===== config.mk =====
export PLATFORM = sky130hd
export DESIGN_NAME = wb_arbiter_flat
export DESIGN_NICKNAME = d
export VERILOG_FILES = /design/src/rtl/wb_arbiter_if.sv /design/src/rtl/wb_arbiter.sv /design/src/flat_wrapper.sv
export SDC_FILE = /design/constraint.sdc
export NUM_CORES = 1
export LEC_CHECK = 0
export BUFFER_PORTS_ARGS = -buffer_cell sky130_fd_sc_hd__clkbuf_2
export CORE_AREA = 2 2 172 207
export CTS_CLUSTER_DIAMETER = 60
export DETAILED_ROUTE_END_ITERATION = 8
export DIE_AREA = 0 0 174 209
export SLEW_MARGIN = 20
export SYNTH_ARGS = -nofsm -noshare
export SYNTH_HDL_FRONTEND = slang
export SYNTH_SLANG_ARGS = --single-unit
export TNS_END_PERCENT = 5

===== constraint.sdc =====
create_clock -name clk -period 3.1 [get_ports clk]
set_input_delay 0.465 -clock clk [delete_from_list [all_inputs] [get_ports clk]]
set_output_delay 0.465 -clock clk [all_outputs]
set_load 0.02 [all_outputs]

===== src/rtl/wb_arbiter_if.sv =====
// rtl/wb_arbiter_if.sv - write-back arbiter bus bundle (pipeline, long-latency, hazard, register-file sides)
interface wb_arbiter_if #(
   parameter int PTR_W   = 2,
   parameter int DATA_W  = 32,
   parameter int RADDR_W = 5
);
   logic               pipe_we;
   logic [RADDR_W-1:0] pipe_waddr;
   logic [DATA_W-1:0]  pipe_wdata;
   logic               lu_valid;
   logic               lu_ready;
   logic [RADDR_W-1:0] lu_waddr;
   logic [DATA_W-1:0]  lu_wdata;
   logic [RADDR_W-1:0] raddr1;
   logic [RADDR_W-1:0] raddr2;
   logic               pend1;
   logic               pend2;
   logic               wb_we;
   logic [RADDR_W-1:0] wb_waddr;
   logic [DATA_W-1:0]  wb_wdata;
   logic [PTR_W:0]     q_cnt;

   modport slave (
      input  pipe_we, pipe_waddr, pipe_wdata,
      input  lu_valid, lu_waddr, lu_wdata,
      input  raddr1, raddr2,
      output lu_ready, pend1, pend2,
      output wb_we, wb_waddr, wb_wdata, q_cnt
   );

   modport master (
      output pipe_we, pipe_waddr, pipe_wdata,
      output lu_valid, lu_waddr, lu_wdata,
      output raddr1, raddr2,
      input  lu_ready, pend1, pend2,
      input  wb_we, wb_waddr, wb_wdata, q_cnt
   );
endinterface


===== src/rtl/wb_arbiter.sv =====
// rtl/wb_arbiter.sv - register-file write-port arbiter; optional queue bypass under WB_BYPASS_EN
module wb_arbiter #(
   parameter int DEPTH   = 4,
   parameter int PTR_W   = 2,
   parameter int DATA_W  = 32,
   parameter int RADDR_W = 5
) (
   input  logic clk,
   input  logic rst,
   wb_arbiter_if.slave bus
);
   localparam logic [PTR_W:0] LP_FULL = (PTR_W+1)'(DEPTH);

   logic [RADDR_W-1:0] r_addr [DEPTH];
   logic [DATA_W-1:0]  r_data [DEPTH];
   logic [DEPTH-1:0]   r_vld;
   logic [PTR_W-1:0]   r_wr_ptr;
   logic [PTR_W-1:0]   r_rd_ptr;
   logic [PTR_W:0]     r_cnt;
   logic               r_wb_we;
   logic [RADDR_W-1:0] r_wb_waddr;
   logic [DATA_W-1:0]  r_wb_wdata;

   logic w_pipe_eff;
   logic w_lu_ready;
   logic w_lu_xfer;
   logic w_bypass;
   logic w_push;
   logic w_pop;
   logic w_pend1;
   logic w_pend2;

   assign w_pipe_eff = bus.pipe_we && (bus.pipe_waddr != '0);
   assign w_lu_ready = (r_cnt != LP_FULL);
   assign w_lu_xfer  = bus.lu_valid && w_lu_ready;

`ifdef WB_BYPASS_EN
   // An idle write port with nothing queued lets a fresh result skip the queue.
   assign w_bypass = w_lu_xfer && (bus.lu_waddr != '0) && !w_pipe_eff && (r_cnt == '0);
`else
   assign w_bypass = 1'b0;
`endif

   // Writes to r0 are accepted but never stored.
   assign w_push = w_lu_xfer && (bus.lu_waddr != '0) && !w_bypass;
   assign w_pop  = !w_pipe_eff && (r_cnt != '0);

   // Hazard lookup against live queued entries only; killed entries do not stall decode.
   always_comb begin
      w_pend1 = 1'b0;
      w_pend2 = 1'b0;
      for (int i = 0; i < DEPTH; i++) begin
         if (r_vld[i] && (r_addr[i] == bus.raddr1)) w_pend1 = 1'b1;
         if (r_vld[i] && (r_addr[i] == bus.raddr2)) w_pend2 = 1'b1;
      end
      if (bus.raddr1 == '0) w_pend1 = 1'b0;
      if (bus.raddr2 == '0) w_pend2 = 1'b0;
   end

   // Queue bookkeeping: WAW kill first, then pop, then push so a same-cycle push survives the kill.
   always_ff @(posedge clk or negedge rst) begin
      if (!rst) begin
         r_vld    <= '0;
         r_wr_ptr <= '0;
         r_rd_ptr <= '0;
         r_cnt    <= '0;
      end else begin
         for (int i = 0; i < DEPTH; i++) begin
            if (w_pipe_eff && (r_addr[i] == bus.pipe_waddr)) r_vld[i] <= 1'b0;
         end
         if (w_pop) begin
            r_vld[r_rd_ptr] <= 1'b0;
            r_rd_ptr        <= r_rd_ptr + 1'b1;
         end
         if (w_push) begin
            r_vld[r_wr_ptr] <= 1'b1;
            r_wr_ptr        <= r_wr_ptr + 1'b1;
         end
         case ({w_push, w_pop})
            2'b10:   r_cnt <= r_cnt + 1'b1;
            2'b01:   r_cnt <= r_cnt - 1'b1;
            default: r_cnt <= r_cnt;
         endcase
      end
   end

   // Entry payload storage; validity lives in r_vld so no reset is needed here.
   always_ff @(posedge clk) begin
      if (w_push) begin
         r_addr[r_wr_ptr] <= bus.lu_waddr;
         r_data[r_wr_ptr] <= bus.lu_wdata;
      end
   end

   // Write-port register: pipeline wins, otherwise drain the head (killed head writes nothing).
   always_ff @(posedge clk or negedge rst) begin
      if (!rst) begin
         r_wb_we    <= 1'b0;
         r_wb_waddr <= '0;
         r_wb_wdata <= '0;
      end else if (w_pipe_eff) begin
         r_wb_we    <= 1'b1;
         r_wb_waddr <= bus.pipe_waddr;
         r_wb_wdata <= bus.pipe_wdata;
      end else if (w_pop) begin
         r_wb_we    <= r_vld[r_rd_ptr];
         r_wb_waddr <= r_addr[r_rd_ptr];
         r_wb_wdata <= r_data[r_rd_ptr];
      end else if (w_bypass) begin
         r_wb_we    <= 1'b1;
         r_wb_waddr <= bus.lu_waddr;
         r_wb_wdata <= bus.lu_wdata;
      end else begin
         r_wb_we    <= 1'b0;
      end
   end

   assign bus.lu_ready = w_lu_ready;
   assign bus.pend1    = w_pend1;
   assign bus.pend2    = w_pend2;
   assign bus.wb_we    = r_wb_we;
   assign bus.wb_waddr = r_wb_waddr;
   assign bus.wb_wdata = r_wb_wdata;
   assign bus.q_cnt    = r_cnt;
endmodule


===== src/flat_wrapper.sv =====
// flat-port wrapper written by rule: the top's interface ports become plain ports
module wb_arbiter_flat 
#(
   parameter int DEPTH   = 4,
   parameter int PTR_W   = 2,
   parameter int DATA_W  = 32,
   parameter int RADDR_W = 5
)
  (clk, rst, bus_pipe_we, bus_pipe_waddr, bus_pipe_wdata, bus_lu_valid, bus_lu_waddr, bus_lu_wdata, bus_raddr1, bus_raddr2, bus_lu_ready, bus_pend1, bus_pend2, bus_wb_we, bus_wb_waddr, bus_wb_wdata, bus_q_cnt);
  wb_arbiter_if #(.PTR_W(PTR_W), .DATA_W(DATA_W), .RADDR_W(RADDR_W)) bus_i ();
  input  logic clk;
  input  logic rst;
  input wire logic [$bits(bus_i.pipe_we)-1:0] bus_pipe_we;
  input wire logic [$bits(bus_i.pipe_waddr)-1:0] bus_pipe_waddr;
  input wire logic [$bits(bus_i.pipe_wdata)-1:0] bus_pipe_wdata;
  input wire logic [$bits(bus_i.lu_valid)-1:0] bus_lu_valid;
  input wire logic [$bits(bus_i.lu_waddr)-1:0] bus_lu_waddr;
  input wire logic [$bits(bus_i.lu_wdata)-1:0] bus_lu_wdata;
  input wire logic [$bits(bus_i.raddr1)-1:0] bus_raddr1;
  input wire logic [$bits(bus_i.raddr2)-1:0] bus_raddr2;
  output wire logic [$bits(bus_i.lu_ready)-1:0] bus_lu_ready;
  output wire logic [$bits(bus_i.pend1)-1:0] bus_pend1;
  output wire logic [$bits(bus_i.pend2)-1:0] bus_pend2;
  output wire logic [$bits(bus_i.wb_we)-1:0] bus_wb_we;
  output wire logic [$bits(bus_i.wb_waddr)-1:0] bus_wb_waddr;
  output wire logic [$bits(bus_i.wb_wdata)-1:0] bus_wb_wdata;
  output wire logic [$bits(bus_i.q_cnt)-1:0] bus_q_cnt;
  assign bus_i.pipe_we = bus_pipe_we;
  assign bus_i.pipe_waddr = bus_pipe_waddr;
  assign bus_i.pipe_wdata = bus_pipe_wdata;
  assign bus_i.lu_valid = bus_lu_valid;
  assign bus_i.lu_waddr = bus_lu_waddr;
  assign bus_i.lu_wdata = bus_lu_wdata;
  assign bus_i.raddr1 = bus_raddr1;
  assign bus_i.raddr2 = bus_raddr2;
  assign bus_lu_ready = bus_i.lu_ready;
  assign bus_pend1 = bus_i.pend1;
  assign bus_pend2 = bus_i.pend2;
  assign bus_wb_we = bus_i.wb_we;
  assign bus_wb_waddr = bus_i.wb_waddr;
  assign bus_wb_wdata = bus_i.wb_wdata;
  assign bus_q_cnt = bus_i.q_cnt;
  wb_arbiter #(.DEPTH(DEPTH), .PTR_W(PTR_W), .DATA_W(DATA_W), .RADDR_W(RADDR_W)) u_core (.clk(clk), .rst(rst), .bus(bus_i));
endmodule

==> results of run 1 <==
-- report_power, final --
part	switching (W)	leakage, nW	internal (W)
clock	0.00103	0.275	0.00113
sequential	0.000411	1.94	0.00353
combinational	0.00154	1.55	0.00127
-- flip-flops by register name, summed over array words and instances, names as in the netlist --
signal	cells
u_core.r_data	128
u_core.r_vld	4
u_core.r_addr	20
u_core.bus.wb_waddr	5
u_core.r_wr_ptr	2
u_core.bus.wb_wdata	32
u_core.bus.q_cnt	3
u_core.bus.wb_we	1
u_core.r_rd_ptr	2
-- path summary, 6_finish.rpt --
kind / slack, ns / end / cells after the start / from
setup / recovery: 0.59 / bus_pend1 / 6 / u_core.r_addr[2][3]
setup reg to reg: 0.75 / u_core.r_data[1][14] / 7 / u_core.bus.q_cnt[0]
hold / removal: 0.21 / u_core.bus.wb_wdata[22] / 3 / bus_pipe_wdata[22]
hold reg to reg: 0.56 / u_core.bus.wb_wdata[6] / 2 / u_core.bus.wb_wdata[6]
min in group asynchronous: 0.52 / u_core.bus.wb_waddr[3] / 2 / rst
max in group asynchronous: 1.88 / u_core.bus.wb_wdata[14] / 3 / rst
-- worst max-delay path, delay by kind of cell (launching register included) --
| kind | cells | cell delay [ns] |
|---|---|---|
| AOI/OAI and AO/OA | 1 | 0.12 |
| DFF | 1 | 0.51 |
| xor gates and xnor gates | 1 | 0.21 |
| buffers and inverters | 1 | 0.16 |
| and+or+nand+nor | 3 | 0.60 |
-- cell families after synthesis --
kind of cell | Yosys count
xor gates and xnor gates | 65
and+or+nand+nor | 82
AOI/OAI and AO/OA | 47
buffers and inverters | 45
DFF | 197
adders and majority gates | 10
muxes | 77
-- routing by layer --
metal	GRT usage (%)	wire (um)	up-vias
met5	0	0	-
met4	4.90	419	0
met3	2.91	875	23
met2	18.9	9990	118
met1	14.0	8600	2433
li1	-	-	2222
-- metrics by stage --
stage | util [%] | instance area (um2) | worst slack (ns) | power [W]
after floorplan | - | 8490 | 0.386 | 0.00584
after global routing | 29.8 | 10300 | 0.461 | 0.00945
after CTS | 29.8 | 10300 | 0.553 | 0.00912
final | 29.8 | 10300 | 0.593 | 0.00891
after global placement | 28.2 | 9720 | 0.432 | 0.00688
after detailed placement | 28.2 | 9720 | 0.412 | 0.00692
-- cells in the final DEF, fill, tap and decap left out, types with 5 or more instances in the layout --
cell / instances
nand4_1: 6
ha_1: 9
mux4_2: 38
dfrtp_1: 47
nor4_1: 8
edfxtp_1: 148
nor3_1: 5
nand3_1: 9
mux2i_1: 38
clkbuf_2: 130
nand2_1: 43
o21ai_0: 34
buf_4: 9
xnor2_1: 19
inv_6: 6
clkbuf_16: 17
xor2_1: 46
inv_1: 9
-- area by class of cell --
class,count,area share (%)
clock inverters,14,1.36
multi-input cells,281,25.5
repair buffers,145,7.90
well taps,462,5.61
flip-flops and latches,197,55.1
inverters,9,0.328
clock buffers,18,4.17
==> results.tsv, run 1 <==
metric	value	unit
outcome	complete, no violations	
number of flops mapped to enable cells by yosys	148	
DRT Pass-1 Iters	4	
PostCTS Resize Cnt	0	
Final Cycle Share	80.9	%
antenna cell count	0	
Post-Syn Nets	621	
vias in the first global route	5106	
initial antenna violation count	0	
Min Hold Slack	0.209	ns
Worst-Skew Late Latency	0.45	ns
RSZ-0062 raised after global routing	false	
maxcap violations	0	
largest family of logic cells by synthesized area	multiplexers	
Max VDD drop	0.394	mV
worst relative slew slack	49.1	%
DRC Markers	0	
Synth top area share	52.4	%
core area	34500	um2
footprint of the multi-input gates	2630	um2
fraction of registers with async set or reset after synthesis	24.9	%
setup_tns	0	ns
Synth Area in Compound Gates	3.13	%
Post-Synth XOR/XNOR Area	6.71	%
startpoint type of the worst setup path	flop	
Reg area	5680	um2
die width	174	um
DIE HEIGHT	209	um
post-detail-place hpwl	12.9	mm
top cells by count, synth	148 x edfxtp_1, 49 x dfrtp_1, 46 x xor2_1	
count leader, synth	edfxtp_1	
Placer Congestion	0.850	
crit path cell chain	xor2_1, nor4_1, nand3_1, nand4_1, o21a_1, clkbuf_2	
DIE AREA	36400	um2
largest net degree at the start of global routing	75	
Synth Area in Simple Gates	4.76	%
Tot GR Track Use	11.4	%
post-synthesis mux area share	14.7	%
CTS Hold Buffers Added	1	
Routed Antenna Nets	0	
CTS tree	done	
setup repair bufs after CTS	0	
WS Path Type	reg2out	
Synth area leaders	edfxtp_1 52%, dfrtp_1 14%, mux4_2 10%	
nets	749	
grt total ovfl	0	
routed vias	4796	
Ys Warns	0	
ys flop type	edfxtp_1	
final setup vio count	0	
slowest cell on the critical path	edfxtp_1	
Routed wire per std cell	17.7	um
via/cell ratio	4.26	
PD cells	865	nW/um2
sequential area share after synthesis	66.8	%
Finished Layout Cells	1126	
clock sinks	197	
Seq cells post-synth	197	
Post-Syn Area per Cell	16.2	um2
Fill cells	3519	
Synth Area in Adders	1.56	%
max incr delay on CP	0.51	ns
Final Critical Period	2.51	ns
port bufs	131	
Clock Skews	0.0147	ns
first-pass GRT wire length	30.3	mm
Max clock buf depth	2	
Crit. End Element	primary output	
FP Rows	75	
final hold violation count	0	
Cell Area, Synth	8490	um2
layout cells sized above 1	33.6	%
P&R area growth vs syn	21.4	%
post-synth top area cell	edfxtp_1	
DR iter-0 viols	289	
crit-path max FO	4	
H-tree Lvls	4	
initial core utilization	24.6	%
placed cell count	1093	
Max Slew Vio Count	0	
Worst Tran Pin Value	0.763	ns
CTS Root Cell	clkbuf_16	
Required @ worst endpoint	2.63	ns
Mapped Cells	523	
Leak Pwr	3.77	nW
DRT Wirelength	19.9	mm
Netlist cell types	31	
Worst-path clk slew	0.08	ns
number of buffers created by CTS	17	
I/O Pins	132	
FMAX	399	MHz
crit path DAT	2.04	ns
Hold WC Path Type	in2reg	
Note: power is estimated with default switching activity, not from simulation.
==> run 2: changes to the inputs <==
==> constraint.sdc (replaced) <==
create_clock -name clk -period 2.1 [get_ports clk]
set_input_delay 0.315 -clock clk [delete_from_list [all_inputs] [get_ports clk]]
set_output_delay 0.315 -clock clk [all_outputs]
set_load 0.02 [all_outputs]
==> run 2 against run 1 <==
Effect of this change: the flow now finishes with violations (setup timing); power grew 50%; flip-flop and latch count is the same; utilization grew 1.2 points; largest power group unchanged; count of clock-buffer cells in the layout grew 2; critical path depth is the same; critical path type unchanged; sequential share of layout area shrank 2.1 points; largest cell class unchanged; die area is the same; routed wire length shrank 1.0%; clock power grew 42%.
==> results.tsv, run 2 (synthesis gave the netlist of run 1 again) <==
metric	value	unit
Worst-path clk slew	0.07	ns
final setup vio count	2	
DIE AREA	36400	um2
commonest non-fill, non-tap cells in the layout	148 x edfxtp_1, 128 x clkbuf_2, 47 x dfrtp_1	
commonest non-fill, non-tap cell in the layout	edfxtp_1	
DRT Pass-1 Iters	4	
dpl cell area	9970	um2
initial core utilization	24.6	%
vias in the first global route	5173	
setup slack, reg-to-reg	0.16	ns
Critical path origin	u_core.r_addr[0][0]	
DR iter-0 viols	265	
antenna cell count	0	
Max Slew Vio Count	0	
Hold WC Path Type	in2reg	
Max VDD drop	0.590	mV
P&R area growth vs syn	26.2	%
DRT Wirelength	19.7	mm
Routed Antenna Nets	0	
CTS tree	done	
DRC Markers	0	
final hold violation count	0	
via/cell ratio	4.23	
FMAX	442	MHz
Routed wire per std cell	16.9	um
maxcap violations	0	
crit path cell chain	xor2_1, nor4_2, nand3_1, nand4_1, o21a_1, clkbuf_8	
worst relative slew slack	50.0	%
H-tree Lvls	4	
CTS Root Cell	clkbuf_16	
crit path DAT	1.95	ns
capture point of the worst path	bus_pend1	
post-route cell area	10700	um2
outcome	finished with violations	
Required @ worst endpoint	1.78	ns
clock sinks	197	
number of buffers created by CTS	17	
nets	791	
Tot GR Track Use	11.4	%
WS Path Type	reg2out	
max incr delay on CP	0.48	ns
R2R cell count	6	
crit-path max FO	3	
die width	174	um
layout cells sized above 1	37.9	%
Crit. End Element	primary output	
Final Critical Period	2.26	ns
setup_tns	-0.290	ns
port bufs	131	
Fill cells	3459	
failing checks	setup timing	
slowest cell on the critical path	edfxtp_1	
DIE HEIGHT	209	um
reg2reg start	u_core.bus.q_cnt[0]	
PD cells	1250	nW/um2
R2R Path End	u_core.r_data[3][2]	
initial antenna violation count	0	
I/O Pins	132	
fin worst setup slack	-0.162	ns
Placer Congestion	0.849	
FP Rows	75	
Final Cycle Share	108	%
routed vias	4940	
first-pass GRT wire length	30.5	mm
RSZ-0062 raised after global routing	true	
Worst-Skew Late Latency	0.45	ns
Largest register FFs	128	
Finished Layout Cells	1167	
placed cell count	1115	
post-detail-place hpwl	13.3	mm
grt total ovfl	0	
Leak Pwr	3.98	nW
most flop-heavy register	u_core.r_data	
Max clock buf depth	2	
Clock Skews	0.0116	ns
startpoint type of the worst setup path	flop	
core area	34500	um2
Worst Tran Pin Value	0.750	ns
largest net degree at the start of global routing	75	
post-layout util	31.0	%
## run 2: changes by cell type in the layout (fill, tap and decap cells not counted), moves of 3 or more
cell / change
nor4_1: -3
inv_6: -3
buf_4: +37
nor4_2: +3
buf_12: +5
## run 2: repair_timing
action,CTS,global route
gates cloned,0,0
endpoints found under the hold margin,20,0
gates resized for setup,4,5
setup endpoints to repair,2,39
hold buffers,1,0
setup buffers,15,5
pin swaps,14,12
## run 2: metal layers
metal	GRT usage, %	vias up	routed length (um)
met3	2.87	35	827
met5	0	-	0
met2	19.0	115	9710
met1	14.0	2487	8580
li1	-	2303	-
met4	5.22	0	566
## run 2: how the worst min path moves through the flow
stage	startpoint	to	slack (ns)	cells past startpoint
floorplan	rst	u_core.bus.q_cnt[0]	0.02	0
global placement	rst	u_core.bus.wb_wdata[0]	0.37	1
detailed placement	rst	u_core.bus.wb_wdata[0]	0.37	1
CTS	bus_pipe_wdata[1]	u_core.bus.wb_wdata[1]	0.03	3
global route	bus_pipe_wdata[23]	u_core.bus.wb_wdata[23]	0.06	3
finish	bus_pipe_wdata[1]	u_core.bus.wb_wdata[1]	0.06	3
## run 2: worst max-delay path, delay by kind of cell (launching register included)
family	cells	cell delay, ns
compound gates	1	0.16
xor+xnor	1	0.19
buf+inv	1	0.15
flops	1	0.48
simple gates	3	0.50
## run 2: through the flow
stage / power, W / setup WS [ns] / hold WS (ns)
2_1_floorplan: 0.00864 / -0.303 / 0.0194
3_3_place_gp: 0.0104 / -0.155 / 0.368
3_5_place_dp: 0.0105 / -0.179 / 0.373
4_1_cts: 0.0137 / -0.184 / 0.0273
5_1_grt: 0.0142 / -0.234 / 0.0568
6_report: 0.0134 / -0.162 / 0.0602
## run 2: cell type report
type	instances	area [um2]	share of cell area [%]
Sequential cell	197	5680	53.0
Multi-Input combinational cell	281	2680	25.0
Timing Repair Buffer	187	1210	11.3
Tap cell	462	578	5.40
Clock buffer	20	437	4.08
Clock inverter	11	103	0.958
Inverter	9	33.8	0.315
## run 2: power breakdown
part / switching, W / leakage (nW) / internal, W
Combinational: 0.00244 / 1.78 / 0.00218
Sequential: 0.000495 / 1.94 / 0.00521
Clock: 0.00144 / 0.259 / 0.00163
==> run 3: changes to the inputs <==
--- a/config.mk
+++ b/config.mk
@@ -7,9 +7,10 @@
 export LEC_CHECK = 0
 export BUFFER_PORTS_ARGS = -buffer_cell sky130_fd_sc_hd__clkbuf_2
 export CORE_AREA = 2 2 172 207
-export CTS_CLUSTER_DIAMETER = 60
+export CTS_CLUSTER_DIAMETER = 30
 export DETAILED_ROUTE_END_ITERATION = 8
 export DIE_AREA = 0 0 174 209
+export PLACE_DENSITY = 0.53
 export SLEW_MARGIN = 20
 export SYNTH_ARGS = -nofsm -noshare
 export SYNTH_HDL_FRONTEND = slang
==> run 3 against run 2 <==
Effect of this change: the run still ends with setup timing left; flip-flop and latch count stayed put; sequential share of layout area grew 0.21 points; combinational power barely moved; count of clock-buffer cells in the layout decreased by 3; non-clock buffer count decreased by 6; worst setup slack lost 0.00091 ns; die area stayed put.
==> results.tsv, run 3 (synthesis gave the netlist of run 1 again) <==
metric	value	unit
Final Critical Period	2.26	ns
first-pass GRT wire length	30.9	mm
Fill cells	3555	
routed vias	4933	
WHS Path Cells	3	
R2R Path End	u_core.r_data[3][19]	
I/O Pins	132	
DRC Markers	0	
post-route cell area	10700	um2
FP Rows	75	
maxcap violations	0	
Max Slew Vio Count	0	
Hold WC Path Type	in2reg	
die width	174	um
Largest register FFs	128	
Worst-path clk slew	0.08	ns
Crit. End Element	primary output	
Routed Antenna Nets	0	
DRT Wirelength	20.1	mm
outcome	finished with violations	
Max VDD drop	0.535	mV
grt total ovfl	0	
commonest non-fill, non-tap cell in the layout	edfxtp_1	
WS Path Type	reg2out	
Worst Tran Pin Value	0.747	ns
Leak Pwr	3.97	nW
R2R cell count	6	
setup slack, reg-to-reg	0.19	ns
Worst-Skew Late Latency	0.46	ns
CTS tree	done	
core area	34500	um2
crit-path max FO	4	
crit path DAT	1.95	ns
Final Cycle Share	108	%
worst relative slew slack	50.2	%
FMAX	442	MHz
Critical path origin	u_core.r_addr[2][0]	
RSZ-0062 raised after global routing	true	
number of buffers created by CTS	17	
Tot GR Track Use	11.5	%
CTS Root Cell	clkbuf_16	
capture point of the worst path	bus_pend1	
PD cells	1260	nW/um2
final hold violation count	0	
initial core utilization	24.6	%
post-detail-place hpwl	13.2	mm
DIE HEIGHT	209	um
largest net degree at the start of global routing	75	
initial antenna violation count	0	
DIE AREA	36400	um2
layout cells sized above 1	37.9	%
H-tree Lvls	4	
via/cell ratio	4.25	
port bufs	131	
nets	785	
DRT Pass-1 Iters	4	
DR iter-0 viols	249	
dpl cell area	9920	um2
startpoint type of the worst setup path	flop	
vias in the first global route	5123	
final setup vio count	2	
reg2reg start	u_core.bus.q_cnt[0]	
commonest non-fill, non-tap cells in the layout	148 x edfxtp_1, 128 x clkbuf_2, 47 x dfrtp_1	
Placer Congestion	0.835	
failing checks	setup timing	
Required @ worst endpoint	1.78	ns
Routed wire per std cell	17.3	um
most flop-heavy register	u_core.r_data	
antenna cell count	0	
post-layout util	30.9	%
Clock Skews	0.0130	ns
Max clock buf depth	2	
clock sinks	197	
P&R area growth vs syn	25.7	%
Min Hold Slack	0.0565	ns
fin worst setup slack	-0.163	ns
[run 3: changes by cell type in the layout (fill, tap and decap cells not counted), sizes merged]
cell and change:
clkinvlp -1, clkinv -1, buf -7, clkbuf -2
inv +7, bufinv -1
[run 3: worst min path at each step]
stage                       start                       to  slack (ns)
3_5_place_dp                  rst   u_core.bus.wb_waddr[0]        0.43
4_1_cts         bus_pipe_wdata[5]   u_core.bus.wb_wdata[5]        0.02
2_1_floorplan                 rst      u_core.bus.q_cnt[0]        0.02
5_1_grt        bus_pipe_wdata[29]  u_core.bus.wb_wdata[29]        0.05
6_report        bus_pipe_wdata[5]   u_core.bus.wb_wdata[5]        0.06
3_3_place_gp                  rst   u_core.bus.wb_waddr[3]        0.42
[run 3: where the power goes]
group          leakage (nW)  internal, W  switching (W)
sequential             1.94      0.00521       0.000452
clock                 0.277      0.00157        0.00157
combinational          1.75      0.00213        0.00250
[run 3: stage by stage]
step	setup WS (ns)	setup TNS [ns]	power, W	std cells
global placement	-0.172	-0.205	0.0104	1110
detailed placement	-0.206	-0.259	0.0104	1110
CTS	-0.189	-0.374	0.0137	1154
global route	-0.313	-0.578	0.0142	1162
floorplan	-0.303	-16.58	0.00864	523
finish	-0.163	-0.300	0.0134	1162
[run 3: cell type report]
class / count / area (um2) / share of cell area, %
flip-flops and latches: 197 / 5680 / 53.2
multi-input cells: 281 / 2670 / 25.0
repair buffers: 181 / 1150 / 10.8
well taps: 462 / 578 / 5.42
clock buffers: 17 / 425 / 3.99
clock inverters: 15 / 133 / 1.24
inverters: 9 / 33.8 / 0.317
[run 3: metal layers]
layer  track usage [%]  vias to the layer above  part of all wire [%]
li1                  -                     2295                     -
met1              14.3                     2494                    43
met2              19.1                      115                    50
met3              2.87                       29                   4.2
met4              4.96                        0                   2.4
met5                 0                        -                     0
[run 3: timing repair]
item                                    4_1_cts  5_1_grt
pin swaps                                    10        7
gates resized for setup                       4        3
buffers inserted                             11        8
hold endpoints to repair                     22        0
endpoints found under the setup margin        2       38
hold buffers                                  1        0
[run 3: critical path, cell delays in order (launching register included)]
cell	delay (ns)
edfxtp_1	0.48
xor2_1	0.20
nor4_1	0.30
nand3_1	0.12
nand4_1	0.12
o21a_1	0.13
clkbuf_8	0.14
